### src/rtl/freq_calc.sv
// Measurement controller for the frequency/duty counter stage: opens a gate window,
// waits for the counts to settle, then divides them into freq_hz and duty_pm.
module freq_calc #(
  parameter int unsigned CLK_HZ        = 200000000,
  parameter int unsigned GATE_CYCLES   = 200000000,
  parameter int unsigned SETTLE_CYCLES = 16
) (
  input  logic        clk,
  input  logic        rst,
  input  logic        start,
  output logic        gate,
  input  logic [31:0] x_count,
  input  logic [31:0] r_count,
  input  logic [31:0] xh_count,
  input  logic [31:0] xl_count,
  output logic        busy,
  output logic        done,
  output logic [31:0] freq_hz,
  output logic [9:0]  duty_pm,
  output logic        err,
  output logic        ovf
);

  localparam logic [31:0] GATE_LOAD   = 32'(GATE_CYCLES - 1);
  localparam logic [31:0] SETTLE_LOAD = 32'(SETTLE_CYCLES - 1);
  localparam logic [31:0] DIV_LOAD    = 32'd63;
  localparam logic [63:0] CLK_MULT    = 64'(CLK_HZ);
  localparam logic [63:0] DUTY_SCALE  = 64'd1000;
  localparam logic [63:0] DUTY_MAX    = 64'd1000;

  typedef enum logic [2:0] {
    IDLE,
    GATE,
    SETTLE,
    CAP,
    DIV_F,
    DIV_D,
    DONE
  } state_t;

  state_t      state;
  logic [31:0] cnt;
  logic [63:0] quo;
  logic [32:0] rem;
  logic [31:0] r_cap;
  logic [31:0] xh_cap;
  logic [32:0] dd;
  logic [31:0] freq_pend;
  logic [9:0]  duty_pend;
  logic        ovf_pend;
  logic        err_pend;

  logic [32:0] divisor;
  logic [33:0] trial;
  logic        fits;
  logic [32:0] rem_next;
  logic [63:0] quo_next;

  // One restoring-division step shared by both divisions; the divisor follows the state.
  always_comb begin
    divisor  = (state == DIV_D) ? dd : {1'b0, r_cap};
    trial    = {rem, quo[63]};
    fits     = (trial >= {1'b0, divisor});
    rem_next = fits ? 33'(trial - {1'b0, divisor}) : trial[32:0];
    quo_next = {quo[62:0], fits};
  end

  always_ff @(posedge clk or posedge rst) begin
    if (rst) begin
      state     <= IDLE;
      cnt       <= '0;
      quo       <= '0;
      rem       <= '0;
      r_cap     <= '0;
      xh_cap    <= '0;
      dd        <= '0;
      freq_pend <= '0;
      duty_pend <= '0;
      ovf_pend  <= 1'b0;
      err_pend  <= 1'b0;
      gate      <= 1'b0;
      busy      <= 1'b0;
      done      <= 1'b0;
      freq_hz   <= '0;
      duty_pm   <= '0;
      err       <= 1'b0;
      ovf       <= 1'b0;
    end else begin
      case (state)
        IDLE: begin
          done <= 1'b0;
          // busy stays up for the done cycle, so a start arriving then is ignored
          if (busy) begin
            busy <= 1'b0;
          end else if (start) begin
            busy  <= 1'b1;
            gate  <= 1'b1;
            cnt   <= GATE_LOAD;
            state <= GATE;
          end
        end

        GATE: begin
          if (cnt == 32'd0) begin
            gate  <= 1'b0;
            cnt   <= SETTLE_LOAD;
            state <= SETTLE;
          end else begin
            cnt <= cnt - 32'd1;
          end
        end

        SETTLE: begin
          if (cnt == 32'd0) begin
            state <= CAP;
          end else begin
            cnt <= cnt - 32'd1;
          end
        end

        CAP: begin
          quo    <= 64'(x_count) * CLK_MULT;
          rem    <= '0;
          r_cap  <= r_count;
          xh_cap <= xh_count;
          dd     <= {1'b0, xh_count} + {1'b0, xl_count};
          cnt    <= DIV_LOAD;
          state  <= DIV_F;
        end

        DIV_F: begin
          rem <= rem_next;
          quo <= quo_next;
          if (cnt == 32'd0) begin
            if (r_cap == 32'd0) begin
              freq_pend <= '0;
              ovf_pend  <= 1'b0;
              err_pend  <= 1'b1;
            end else if (quo_next[63:32] != 32'd0) begin
              freq_pend <= 32'hFFFF_FFFF;
              ovf_pend  <= 1'b1;
              err_pend  <= 1'b0;
            end else begin
              freq_pend <= quo_next[31:0];
              ovf_pend  <= 1'b0;
              err_pend  <= 1'b0;
            end
            quo   <= 64'(xh_cap) * DUTY_SCALE;
            rem   <= '0;
            cnt   <= DIV_LOAD;
            state <= DIV_D;
          end else begin
            cnt <= cnt - 32'd1;
          end
        end

        DIV_D: begin
          rem <= rem_next;
          quo <= quo_next;
          if (cnt == 32'd0) begin
            // xh never exceeds xh+xl, so the clamp only guards against bad inputs
            if (dd == 33'd0) begin
              duty_pend <= '0;
              err_pend  <= 1'b1;
            end else if (quo_next > DUTY_MAX) begin
              duty_pend <= DUTY_MAX[9:0];
            end else begin
              duty_pend <= quo_next[9:0];
            end
            state <= DONE;
          end else begin
            cnt <= cnt - 32'd1;
          end
        end

        DONE: begin
          freq_hz <= freq_pend;
          duty_pm <= duty_pend;
          ovf     <= ovf_pend;
          err     <= err_pend;
          done    <= 1'b1;
          state   <= IDLE;
        end

        default: state <= IDLE;
      endcase
    end
  end

endmodule

### config.mk
export PLATFORM = sky130hd
export DESIGN_NAME = freq_calc
export DESIGN_NICKNAME = d
export VERILOG_FILES = /design/src/rtl/freq_calc.sv
export SDC_FILE = /design/constraint.sdc
export NUM_CORES = 2
export LEC_CHECK = 0
export ABC_AREA = 1
export CORE_UTILIZATION = 55
export CTS_CLUSTER_DIAMETER = 200
export DETAILED_ROUTE_END_ITERATION = 7
export GPL_TIMING_DRIVEN = 1
export PLACE_DENSITY = 0.85
export SYNTH_ARGS = -nofsm -noshare
export SYNTH_HDL_FRONTEND = slang
export SYNTH_SLANG_ARGS = --single-unit
### constraint.sdc
create_clock -name clk -period 25.7 [get_ports clk]
set_input_delay 2.57 -clock clk [delete_from_list [all_inputs] [get_ports clk]]
set_output_delay 2.57 -clock clk [all_outputs]
set_load 0.02 [all_outputs]
==> reports/summary.txt <==
num ports -> 178
Post-synth EDFFs -> 0
Clock Root Buffer -> clkbuf_16
VDD IR-drop max -> 0.167 mV
Final WS setup -> 17.29 ns
NumNets Final -> 5899
Vias/cell -> 5.63
Final HPWL DP -> 91200 um
Logic pwr share -> 80.8%
CP Capture Type -> flop
GRT overflow -> 0
largest area contributor in the netlist -> dfrtp_1
worst min path class -> flop to flop
Area after DPL -> 39800 um^2
Post-Syn Area -> 37200 um^2
Reg clk slew, reported paths -> 0.06 ns
WP data required -> 26.14 ns
CP arrival -> 8.85 ns
Post-route DRC -> 0
vias in the first global route -> 33000
DR top layer -> met5
Final Hold Fails -> 0
total number of vias -> 33200
most frequent cell after synthesis -> nand2_1
Post-CTS Hold Buffers -> 0
global-route wire length before repair -> 176000 um
Power Total -> 5.48 mW
Synth top cells by count -> nand2_1 (1035), inv_1 (966), nor2_1 (394)
Clk pwr share -> 10.0%
Leak Pwr -> 21.1 nW
ranking of synthesized cells by area -> dfrtp_1 (22%), fa_1 (21%), ha_1 (13%), nand2_1 (10%), inv_1 (9.7%)
post-placement setup slack -> 16.82 ns
clock tree buffer depth -> 3
Slew headroom -> 20.5%
Die Span X -> 262 um
average wire per standard cell -> 18.6 um
met2 wire length -> 49400 um
Final Cycle Share -> 32.7%
FMAX -> 119 MHz
crit start category -> primary input
TritonCTS clock tree -> yes
Worst-Margin Slew -> 1.19 ns
pwr dens -> 134 nW/um^2
share of post-route cells with drive strength above 1 -> 2.56%
Clock Latency Late Sink -> 0.55 ns
WHS -> 0.483 ns
RePlAce Congestion -> 1.04
initial antenna violation count -> 1
status -> complete, no violations
MaxCap Viol Count -> 0
Yosys cell types -> 50
fraction of registers with async set or reset after synthesis -> 100%
TNS Setup -> 0 ns
fin crit period -> 8.41 ns
sequential group share of total power -> 9.2%
die span in y -> 262 um
Post-Syn Area per Cell -> 7.65 um^2
Most used DFF post-synth -> dfrtp_1
met1 WL -> 48000 um
register area share after synthesis -> 21.5%
initial core utilization -> 56.1%
clock sinks -> 320
pin count of the biggest net entering global routing -> 111
Sw Share -> 58.7%
TritonCTS Buffers -> 37
RSZ-0062 raised after global routing -> no
port bufs -> 177
fin area -> 41000 um^2
Post-CTS Resized -> 0
share of the synthesized area in the top cell type -> 21.5%
postcts setup bufs -> 0
drt first pass iters -> 6
Setup Skew -> 0.0162 ns
Crit Path Class -> primary input to flop
row cnt -> 94
area grow syn2layout -> 10.2%
Seq cells post-synth -> 320
gr usage total -> 32.7%
P_sw -> 3.22 mW
worst-path maximum fanout -> 8
H-Tree Depth -> 2
Detail Route met3 WL -> 9510 um
WL final -> 110000 um
total nets after synthesis -> 5758
Cells after Synth -> 4862
Setup Viol. Count Final -> 0
ANT cells -> 0
core area -> 66300 um^2
remaining antenna violation count -> 0
DR iter-0 viols -> 3167
die area -> 68700 um^2
synth warn -> 0
Int Pwr -> 2.27 mW
Final Max Tran Viols -> 0
## flip-flops by register name, summed over array words and instances, names as in the netlist
register and flops:
r_cap 32, duty_pm 10, cnt 32, freq_pend 32, err_pend 1, dd 33
ovf 1, state 3, ovf_pend 1, busy 1, done 1, xh_cap 32
rem 33, gate 1, quo 64, err 1, duty_pend 10, freq_hz 32
## final timing paths
kind,start,end,slack (ns),depth (start not counted)
setup / recovery,x_count[5],quo[36],17.29,21
hold / removal,duty_pm[6],duty_pm[6],0.48,2
setup reg to reg,state[1],rem[21],20.24,16
hold reg to reg,duty_pm[6],duty_pm[6],0.48,2
max in group asynchronous,rst,quo[51],21.63,3
min in group asynchronous,rst,freq_hz[0],2.56,2
## routing by layer
| layer | up-vias | track usage (%) |
|---|---|---|
| met5 | - | 0 |
| met1 | 15900 | 47.5 |
| li1 | 15700 | - |
| met4 | 2 | 7.76 |
| met3 | 196 | 5.41 |
| met2 | 1396 | 51.2 |
## power by group through the flow
stage	Sequential [mW]	Combinational (mW)	Clock [mW]
6_report	0.504	4.43	0.551
3_5_place_dp	0.513	4.29	0
5_1_grt	0.504	4.95	0.577
3_3_place_gp	0.513	4.26	0
4_1_cts	0.504	4.32	0.557
2_1_floorplan	0.514	2.97	0
## per-stage QoR
| step | cells | util, % |
|---|---|---|
| after floorplan | 4862 | - |
| after global placement | 5828 | 59.9 |
| after detailed placement | 5828 | 59.9 |
| after global routing | 5894 | 61.8 |
| after CTS | 5894 | 61.8 |
| final | 5894 | 61.8 |
## worst max-delay path, cell delays in order
cell             delay, ns
clkdlybuf4s50_1       0.78
inv_1                 0.23
fa_1                  0.54
fa_1                  0.50
inv_1                 0.07
fa_1                  0.52
fa_1                  0.54
fa_1                  0.56
inv_1                 0.06
fa_1                  0.53
inv_1                 0.04
ha_1                  0.35
a21oi_1               0.12
o21ai_0               0.53
a21oi_1               0.25
nand2_1               0.18
nand2_1               0.12
nand3_1               0.10
nand3_1               0.08
nand2_1               0.11
nand2_1               0.05
## layout make-up
type	count	area, um^2
inverters	982	3690
repair buffers	189	1860
flip-flops and latches	320	8010
multi-input cells	3473	25100
well taps	864	1080
clock inverters	20	249
clock buffers	46	990
fillers	5814	25300
## cells by family after synthesis
group | count (synthesis) | synth area share (%)
buffers and inverters | 1069 | 11.0
AND/OR/NAND/NOR | 1825 | 20.4
flip-flops | 320 | 21.5
AO/OA/AOI/OAI | 817 | 12.0
XOR/XNOR | 66 | 1.55
adder cells (fa/ha/maj) | 765 | 33.5
## cell usage in the layout (no fill, tap or decap), types with 6 or more instances in the layout
| cell | count |
|---|---|
| xor2_1 | 47 |
| nand4_1 | 62 |
| clkinv_2 | 9 |
| a22oi_1 | 15 |
| nand3_1 | 237 |
| a21boi_0 | 7 |
| a21o_1 | 34 |
| or2_2 | 15 |
| clkdlybuf4s50_1 | 177 |
| nor2_2 | 7 |
| buf_4 | 12 |
| xnor2_1 | 19 |
| o21ai_0 | 374 |
| o21ai_1 | 49 |
| o211ai_1 | 20 |
| a31oi_1 | 17 |
| inv_1 | 965 |
| a21oi_1 | 247 |
| nor4_1 | 12 |
| o22ai_1 | 10 |
| nor3_1 | 26 |
| o221ai_1 | 9 |
| nand2_1 | 1034 |
| o21bai_1 | 18 |
| inv_2 | 15 |
| clkbuf_16 | 37 |
| o21a_1 | 8 |
| fa_1 | 387 |
| nand3b_1 | 14 |
| ha_1 | 378 |
| clkbuf_1 | 6 |
| dfrtp_1 | 320 |
| nor2_1 | 394 |
Note: power is estimated with default switching activity, not from simulation.
